[config.mk]
export PLATFORM = sky130hd
export DESIGN_NAME = if_stage
export DESIGN_NICKNAME = d
export VERILOG_FILES = /design/src/rtl/if_stage.sv
export SDC_FILE = /design/constraint.sdc
export NUM_CORES = 1
export LEC_CHECK = 0
export ABC_CLOCK_PERIOD_IN_PS = 2730
export CAP_MARGIN = 10
export CELL_PAD_IN_SITES_DETAIL_PLACEMENT = 2
export CELL_PAD_IN_SITES_GLOBAL_PLACEMENT = 2
export CORE_ASPECT_RATIO = 1.1
export CORE_MARGIN = 3
export CORE_UTILIZATION = 29
export DETAILED_ROUTE_END_ITERATION = 6
export GPL_ROUTABILITY_DRIVEN = 0
export PLACE_DENSITY_LB_ADDON = 0.1
export RECOVER_POWER = 50
export SYNTH_ARGS = -nofsm -noshare
export SYNTH_HDL_FRONTEND = slang
export SYNTH_SLANG_ARGS = --single-unit
[constraint.sdc]
create_clock -name clk -period 2.73 [get_ports clk]
set_input_delay 0.273 -clock clk [delete_from_list [all_inputs] [get_ports clk]]
set_output_delay 0.273 -clock clk [all_outputs]
set_load 0.01 [all_outputs]
[src/rtl/if_stage.sv]
// Instruction-fetch stage: owns the PC, fetches over a req/ack handshake and
// presents {PC+4, instruction} or an all-zero bubble to the IF/ID register.
module if_stage #(
    parameter logic [31:0] RESET_PC = 32'h0000_0000,
    parameter logic [31:0] PC_INC   = 32'd4
) (
    input  logic        clk,
    input  logic        rst,
    input  logic        freeze,
    input  logic        branchTaken,
    input  logic [31:0] branchAddr,
    output logic        imem_req,
    output logic [31:0] imem_addr,
    input  logic        imem_ack,
    input  logic [31:0] imem_rdata,
    output logic [31:0] PCout,
    output logic [31:0] instOut,
    output logic        instValid
);

    // state  | meaning
    // S_IDLE | one dead cycle after reset, no request
    // S_REQ  | request outstanding at pc, waiting for ack
    // S_HAVE | fetched word parked in inst_buf while downstream is frozen
    typedef enum logic [1:0] {
        S_IDLE = 2'd0,
        S_REQ  = 2'd1,
        S_HAVE = 2'd2
    } state_t;

    state_t      state_q, state_d;
    logic [31:0] pc_q, pc_d;
    logic [31:0] inst_buf_q, inst_buf_d;
    logic        pend_valid_q, pend_valid_d;
    logic [31:0] pend_target_q, pend_target_d;
    logic [31:0] pc_next;

    assign pc_next = pc_q + PC_INC;

    always_ff @(posedge clk or negedge rst) begin
        if (!rst) begin
            state_q       <= S_IDLE;
            pc_q          <= RESET_PC;
            inst_buf_q    <= 32'd0;
            pend_valid_q  <= 1'b0;
            pend_target_q <= 32'd0;
        end else begin
            state_q       <= state_d;
            pc_q          <= pc_d;
            inst_buf_q    <= inst_buf_d;
            pend_valid_q  <= pend_valid_d;
            pend_target_q <= pend_target_d;
        end
    end

    always_comb begin
        state_d       = state_q;
        pc_d          = pc_q;
        inst_buf_d    = inst_buf_q;
        pend_valid_d  = pend_valid_q;
        pend_target_d = pend_target_q;
        imem_req      = 1'b0;
        imem_addr     = pc_q;
        instValid     = 1'b0;
        PCout         = 32'd0;
        instOut       = 32'd0;

        case (state_q)
            S_IDLE: begin
                state_d = S_REQ;
            end

            S_REQ: begin
                imem_req = 1'b1;
                if (imem_ack) begin
                    if (pend_valid_q || branchTaken) begin
                        // Word belongs to the wrong path: drop it and refetch.
                        pc_d         = branchTaken ? branchAddr : pend_target_q;
                        pend_valid_d = 1'b0;
                    end else begin
                        instValid = 1'b1;
                        instOut   = imem_rdata;
                        PCout     = pc_next;
                        if (freeze) begin
                            inst_buf_d = imem_rdata;
                            state_d    = S_HAVE;
                        end else begin
                            pc_d = pc_next;
                        end
                    end
                end else if (branchTaken) begin
                    pend_valid_d  = 1'b1;
                    pend_target_d = branchAddr;
                end
            end

            S_HAVE: begin
                instValid = 1'b1;
                instOut   = inst_buf_q;
                PCout     = pc_next;
                if (branchTaken) begin
                    pc_d    = branchAddr;
                    state_d = S_REQ;
                end else if (!freeze) begin
                    pc_d    = pc_next;
                    state_d = S_REQ;
                end
            end

            default: begin
                state_d = S_IDLE;
            end
        endcase
    end

endmodule

==> impl_summary.log, run 1 <==
INFO  metric drt_iter0_drc = approximately 260
INFO  metric die_width = ~140 um
INFO  metric synth_ff_type = dfrtp_1
INFO  metric critPathLaunchType = flip-flop
INFO  metric cts_tree = yes
INFO  metric maxClockFrequency = roughly 370 MHz
INFO  metric worstSkewPairLatency = between 0.3 and 0.4 ns
INFO  metric synth-seq-cells = ~100
INFO  metric post_drt_via_cell_ratio = about 5.4
INFO  metric hold_class = primary input to async pin
INFO  metric drc = 0
INFO  metric total_length_of_routed_wires = 24,400 um
INFO  metric cts_root_buf = clkbuf_16
INFO  metric synth-edff-count = 0
INFO  metric antenna_violations_before_repair = 0
INFO  metric final_nets = 919
INFO  metric period_needed = 2.69 ns
INFO  metric count_of_cell_types_in_the_netlist = 56
INFO  metric gr-usage-all-layers = 22.0%
INFO  metric dp_cells = roughly 1,100
INFO  metric detail_route.wl_per_cell = 22.2 um
INFO  metric drt-pass1-iter-count = 4
INFO  metric first_pass_grt_wire_length = about 39,000 um
INFO  metric max-vdd-ir-drop = roughly 0.43 mV
INFO  metric synthesized_instance_count = around 640
INFO  metric grt_remaining_overflow = 0
INFO  metric crit_fanout = 5
INFO  metric starting_utilization_of_the_core_area = about 30%
INFO  metric floorplan.core_area = 20,100 um2
INFO  metric clock_sink_count = 99
INFO  metric comb_power_share = 48.2%
INFO  metric detailed_place_hpwl = ~17,000 um
INFO  metric violations = max-capacitance violations, max-slew violations
INFO  metric worst_slew_pin_slew = 1.59 ns
INFO  metric crit_type = flip-flop to output port
INFO  metric cts_max_path_buffers = 2
INFO  metric final_cell_mix = 98 x dfrtp_1, 86 x clkdlybuf4s50_1, 62 x mux2_2
INFO  metric synth_seq_area_share = between 40% and 50%
INFO  metric clock_power_share = between 10% and 20%
INFO  metric timing.critical_path.arrival = 2.41 ns
INFO  metric layout-area-overhead-vs-synth = 46.4%
INFO  metric final-max-slew-violation-count = 57
INFO  metric internal_power = between 4 and 5 mW
INFO  metric result_of_the_run = finished with violations
INFO  metric cts_clock_pin_slew_for_the_worst_setup_and_hold_paths = around 0.08 ns
INFO  metric multiInputGateArea = between 3000 and 4000 um2
INFO  metric fp.dieArea = about 22,000 um2
INFO  metric fin_util = between 40% and 50%
INFO  metric netlist.area_leader.share = between 40% and 50%
INFO  metric netlist.top_cell.by_area = dfrtp_1
INFO  metric cellLeakagePower = just under 4 nW
INFO  metric syn_avg_cell_area = approximately 9.3 um2
INFO  metric final-setup-viol-count = 0
INFO  metric mappedNetlistArea = 6010 um2
INFO  metric cts-htree-levels = 3
INFO  metric grt_start_max_net_pins = 57
INFO  metric numCtsBuffers = 9
INFO  metric seq_area = 2480 um2
INFO  metric layout.filler_cells = 2,166
INFO  metric crit_end_element = output port
INFO  metric critPathRequiredTime = approximately 2.5 ns
INFO  metric holdBufCountCts = 0
INFO  metric synth.yosys.warnings = 0
INFO  metric buffer_ports.inserted = 166
INFO  metric core.rowCount = 54
INFO  metric maxSlewHeadroom = -6.21%
INFO  metric syn-num-nets = 718
INFO  metric pwr_density = 912 nW/um2
INFO  metric timing.final.crit_share = 98.4%
INFO  metric layout-drive-gt1-share = roughly a fifth
INFO  metric fin_total_pwr = 8.02 mW
INFO  metric power.switching_fraction = 39.6%
INFO  metric route.vias.total = 5,980
INFO  metric max-cap-violations = 1
INFO  metric finalHoldViolCount = 0
INFO  metric postRouteAntennaNets = 0
INFO  metric antenna_cells_inserted = 0
INFO  metric vias_in_the_first_global_route = around 6,700
INFO  metric final_cells = approximately 1,100
INFO  metric postSynth.asyncResetShare = between 90% and 100%
INFO  metric most_common_cell_after_layout_fill_and_taps_aside = dfrtp_1
INFO  metric sequentialPowerShare = 34.5%
INFO  metric netSwitchingPower = 3.18 mW
INFO  metric io_pins = around 170
INFO  metric setup_repair_after_global_routing_missed_its_margin = yes
INFO  metric synth_top_cells_by_area = dfrtp_1 41%, mux2_2 12%, a22oi_1 4.0%, nor2b_1 3.7%, nand2_1 3.6%
INFO  metric place_ws = between 0.1 and 0.15 ns
INFO  metric die_h = approximately 160 um
INFO  metric setup_slack = about 0.044 ns
INFO  metric timing.clock.skew = between 0.01 and 0.015 ns
INFO  metric totalNegativeSetupSlack = 0 ns
-- stage by stage --
step | hold slack [ns] | area, um2
2_1_floorplan | -0.0226 | 6010
3_3_place_gp | 0.424 | 8260
3_5_place_dp | 0.417 | 8260
4_1_cts | 0.0255 | 8710
5_1_grt | 0.406 | 8800
6_report | 0.273 | 8800
-- synthesized netlist by cell type, types with 10 or more instances --
| library cell | instances |
|---|---|
| xnor2_1 | 13 |
| o21ai_0 | 32 |
| nand2_1 | 57 |
| and3_1 | 17 |
| nor2b_1 | 36 |
| a21oi_1 | 25 |
| mux2_2 | 62 |
| xor2_1 | 14 |
| dfrtp_1 | 99 |
| a22oi_1 | 32 |
| inv_1 | 10 |
| nor2_1 | 53 |
| clkbuf_1 | 36 |
| nand4_1 | 10 |
| nand3_1 | 14 |
-- cell families after synthesis --
group | Yosys count | share of synthesized area, %
muxes | 63 | 11.8
xor gates and xnor gates | 27 | 3.94
buffers and inverters | 59 | 3.85
and+or+nand+nor | 232 | 20.4
DFF | 99 | 41.2
adders and majority gates | 5 | 1.04
AOI/OAI and AO/OA | 159 | 17.7
-- area by class of cell --
class	instances	share of cell area, %
repair buffers	239	25.3
inverters	10	0.427
flip-flops and latches	99	28.2
clock buffers	11	2.87
well taps	252	3.58
clock inverters	5	0.683
multi-input cells	486	39.0
-- worst max-delay path: stages, from the launching register on --
cell and delay (ns):
dfrtp_1 0.43, buf_4 0.14, buf_4 0.09, buf_4 0.11, and3_4 0.20, nand3_4 0.12, buf_4 0.19, xor2_1 0.14
nor2_1 0.09, clkdlybuf4s50_1 0.55
-- registers in the layout (all words and copies together), names as in the netlist --
name / count
imem_addr: 32
inst_buf_q: 32
pend_target_q: 32
pend_valid_q: 1
state_q: 2
-- power by group through the flow --
stage	logic, mW	clock network, mW	registers (mW)
final	3.86	1.39	2.77
after detailed placement	3.88	0	2.75
after global placement	3.73	0	2.68
after CTS	3.96	1.43	2.75
after global routing	4.23	1.50	2.87
after floorplan	2.00	0	2.74
-- what timing repair did --
item | 4_1_cts | 5_1_grt
pin swaps | 10 | 5
endpoints found under the setup margin | 61 | 41
buffers inserted | 9 | 9
gates cloned | 1 | 0
resized for setup | 67 | 25
-- worst paths after layout --
check	startpoint	endpoint	slack (ns)	cells after the start
worst max-delay path	imem_addr[3]$_DFFE_PN0P_	PCout[7]	0.04	9
worst min-delay path	rst	imem_addr[7]$_DFFE_PN0P_	0.27	1
worst max register to register	state_q[1]$_DFFE_PN0P_	imem_addr[25]$_DFFE_PN0P_	0.15	6
worst min register to register	pend_target_q[27]$_DFFE_PN0P_	pend_target_q[27]$_DFFE_PN0P_	0.50	1
max in group asynchronous	rst	inst_buf_q[1]$_DFFE_PN0P_	0.52	2
min in group clk	pend_target_q[27]$_DFFE_PN0P_	pend_target_q[27]$_DFFE_PN0P_	0.50	1
-- per-layer routing --
| metal | routed length, um | vias to the layer above | GRT usage, % |
|---|---|---|---|
| met5 | 0 | - | 0 |
| met4 | 309 | 0 | 4.98 |
| met3 | 1230 | 18 | 4.41 |
| met2 | 12300 | 144 | 38.7 |
| met1 | 10500 | 3074 | 27.8 |
| li1 | - | 2744 | - |
(Power assumes the default switching activity.)
==> inputs of run 2 (changes only) <==
Settings changed: SETUP_SLACK_MARGIN set to 0.1.
==> impl_summary.log, run 2 (same netlist as run 1, synthesis figures left out) <==
INFO  metric crit_buf_inv = 5
INFO  metric maxClockFrequency = just under 400 MHz
INFO  metric finalHoldViolCount = 0
INFO  metric vias_in_the_first_global_route = about 6,700
INFO  metric worstSkewPairLatency = between 0.3 and 0.4 ns
INFO  metric die_h = 157 um
INFO  metric result_of_the_run = finished with violations
INFO  metric crit_cells = 10
INFO  metric antenna_violations_before_repair = 0
INFO  metric crit_end_element = output port
INFO  metric timing.final.crit_share = 95.0%
INFO  metric buffer_ports.inserted = approximately 170
INFO  metric critPathRequiredTime = about 2.5 ns
INFO  metric dp_cells = about 1,100
INFO  metric crit_type = flip-flop to output port
INFO  metric cellLeakagePower = between 3 and 4 nW
INFO  metric violations = max-capacitance violations, max-slew violations
INFO  metric drc = 0
INFO  metric critical_path.most_common_cell = buf_4
INFO  metric setup_repair_after_global_routing_missed_its_margin = yes
INFO  metric post_drt_via_cell_ratio = approximately 5.4
INFO  metric timing.critical_path.arrival = between 2 and 2.5 ns
INFO  metric final_cell_mix = 98 x dfrtp_1, 75 x clkdlybuf4s50_1, 62 x mux2_2
INFO  metric critPathLaunchType = flip-flop
INFO  metric cpMaxStageDelayCell = dfrtp_1
INFO  metric antenna_cells_inserted = 0
INFO  metric maxSlewHeadroom = -5.97%
INFO  metric r2r_start = state_q[1]$_DFFE_PN0P_
INFO  metric fp.dieArea = between 20,000 and 25,000 um2
INFO  metric cts_max_path_buffers = 2
INFO  metric timing.clock.skew = 0.0103 ns
INFO  metric clock_sink_count = between 90 and 100
INFO  metric period_needed = between 2 and 3 ns
INFO  metric cts_clock_pin_slew_for_the_worst_setup_and_hold_paths = ~0.080 ns
INFO  metric layout-drive-gt1-share = approximately 22%
INFO  metric starting_utilization_of_the_core_area = between 20% and 30%
INFO  metric crit_fanout = 3
INFO  metric die_width = 143 um
INFO  metric final-setup-viol-count = 0
INFO  metric detailed_place_hpwl = about 17,000 um
INFO  metric slowest_delay = between 0.3 and 0.4 ns
INFO  metric final_nets = 921
INFO  metric total_length_of_routed_wires = around 25,000 um
INFO  metric worst-r2r-setup-slack = approximately 0.22 ns
INFO  metric cts_tree = yes
INFO  metric drt_iter0_drc = around 200
INFO  metric grt_start_max_net_pins = 57
INFO  metric floorplan.core_area = around 20,000 um2
INFO  metric timing.critical_path.cells = buf_4 -> buf_4 -> buf_4 -> and3_4 -> nand3_4 -> nor4_2 -> buf_4 -> xnor2_1 -> nor2_1 -> dlygate4sd2_1
INFO  metric totalNegativeSetupSlack = 0 ns
INFO  metric route.vias.total = approximately 6,000
INFO  metric max-cap-violations = 1
INFO  metric hold_class = primary input to async pin
INFO  metric layout-area-overhead-vs-synth = 45.7%
INFO  metric detail_route.wl_per_cell = between 20 and 25 um
INFO  metric placed_cell_area = approximately 8300 um2
INFO  metric max-vdd-ir-drop = 0.425 mV
INFO  metric rr_endpoint = imem_addr[25]$_DFFE_PN0P_
INFO  metric final_cells = about 1,100
INFO  metric drt-pass1-iter-count = 4
INFO  metric numCtsBuffers = 9
INFO  metric io_pins = roughly 170
INFO  metric final_design_area_no_fill = between 8000 and 9000 um2
INFO  metric cts-htree-levels = 3
INFO  metric fin_util = 43.6%
INFO  metric first_pass_grt_wire_length = just under 40,000 um
INFO  metric gr-usage-all-layers = ~22%
INFO  metric reg2reg_depth = 6
INFO  metric grt_remaining_overflow = 0
INFO  metric critical-path-top-delay-family = buffers and inverters
INFO  metric final-max-slew-violation-count = 57
INFO  metric worst_slew_pin_slew = 1.59 ns
INFO  metric core.rowCount = between 50 and 60
INFO  metric postRouteAntennaNets = 0
INFO  metric most_common_cell_after_layout_fill_and_taps_aside = dfrtp_1
INFO  metric cts_root_buf = clkbuf_16
INFO  metric pwr_density = between 900 and 1000 nW/um2
## run 2: report_power, final
part	internal (mW)	leakage (nW)	switching (mW)	total (mW)
Combinational	1.87	2.45	1.97	3.84
Sequential	2.18	1.20	0.578	2.76
Clock	0.766	0.152	0.638	1.40
## run 2: area by class of cell
class                           instances  area [um2]
Clock buffer                           11         253
Clock inverter                          5        60.1
Fill cell                            2200       11300
Inverter                               10        37.5
Multi-Input combinational cell        486        3420
Sequential cell                        99        2480
Tap cell                              252         315
Timing Repair Buffer                  241        2200
## run 2: worst reg2reg max path: stages (launching register included)
cell	delay, ns
dfrtp_1	0.40
inv_1	0.08
ha_1	0.19
clkbuf_1	0.34
o21a_1	0.64
nor2_1	0.36
a311oi_1	0.39
## run 2: per-layer routing
layer | part of all wire, % | vias up | GRT usage [%]
li1 | - | 2739 | -
met1 | 43 | 3081 | 28.3
met2 | 50 | 161 | 39.1
met3 | 5.3 | 17 | 4.50
met4 | 1.1 | 0 | 5.02
met5 | 0 | - | 0
## run 2: worst max path at each step
stage                     end  slack (ns)                       from
floorplan           PCout[10]        0.45     state_q[1]$_DFFE_PN0P_
global route        PCout[14]        0.02  imem_addr[12]$_DFFE_PN0P_
detailed placement  PCout[11]        0.13                   imem_ack
finish              PCout[21]        0.14   imem_addr[3]$_DFFE_PN0P_
global placement    PCout[29]        0.18   imem_addr[4]$_DFFE_PN0P_
CTS                 PCout[31]        0.10   imem_addr[4]$_DFFE_PN0P_
## run 2: per-stage QoR
stage | total power [mW] | setup WS, ns | hold slack, ns
CTS | 8.11 | 0.101 | 0.0255
global route | 8.58 | 0.0150 | 0.406
floorplan | 4.74 | 0.445 | -0.0226
detailed placement | 6.63 | 0.126 | 0.417
finish | 8.01 | 0.137 | 0.270
global placement | 6.40 | 0.177 | 0.424
## run 2: timing repair
| item | in CTS | in global routing |
|---|---|---|
| pin swaps | 11 | 4 |
| setup endpoints to repair | 64 | 13 |
| setup buffers | 13 | 7 |
| cloned | 1 | 0 |
| hold buffers | 0 | 0 |
| resized for setup | 94 | 15 |
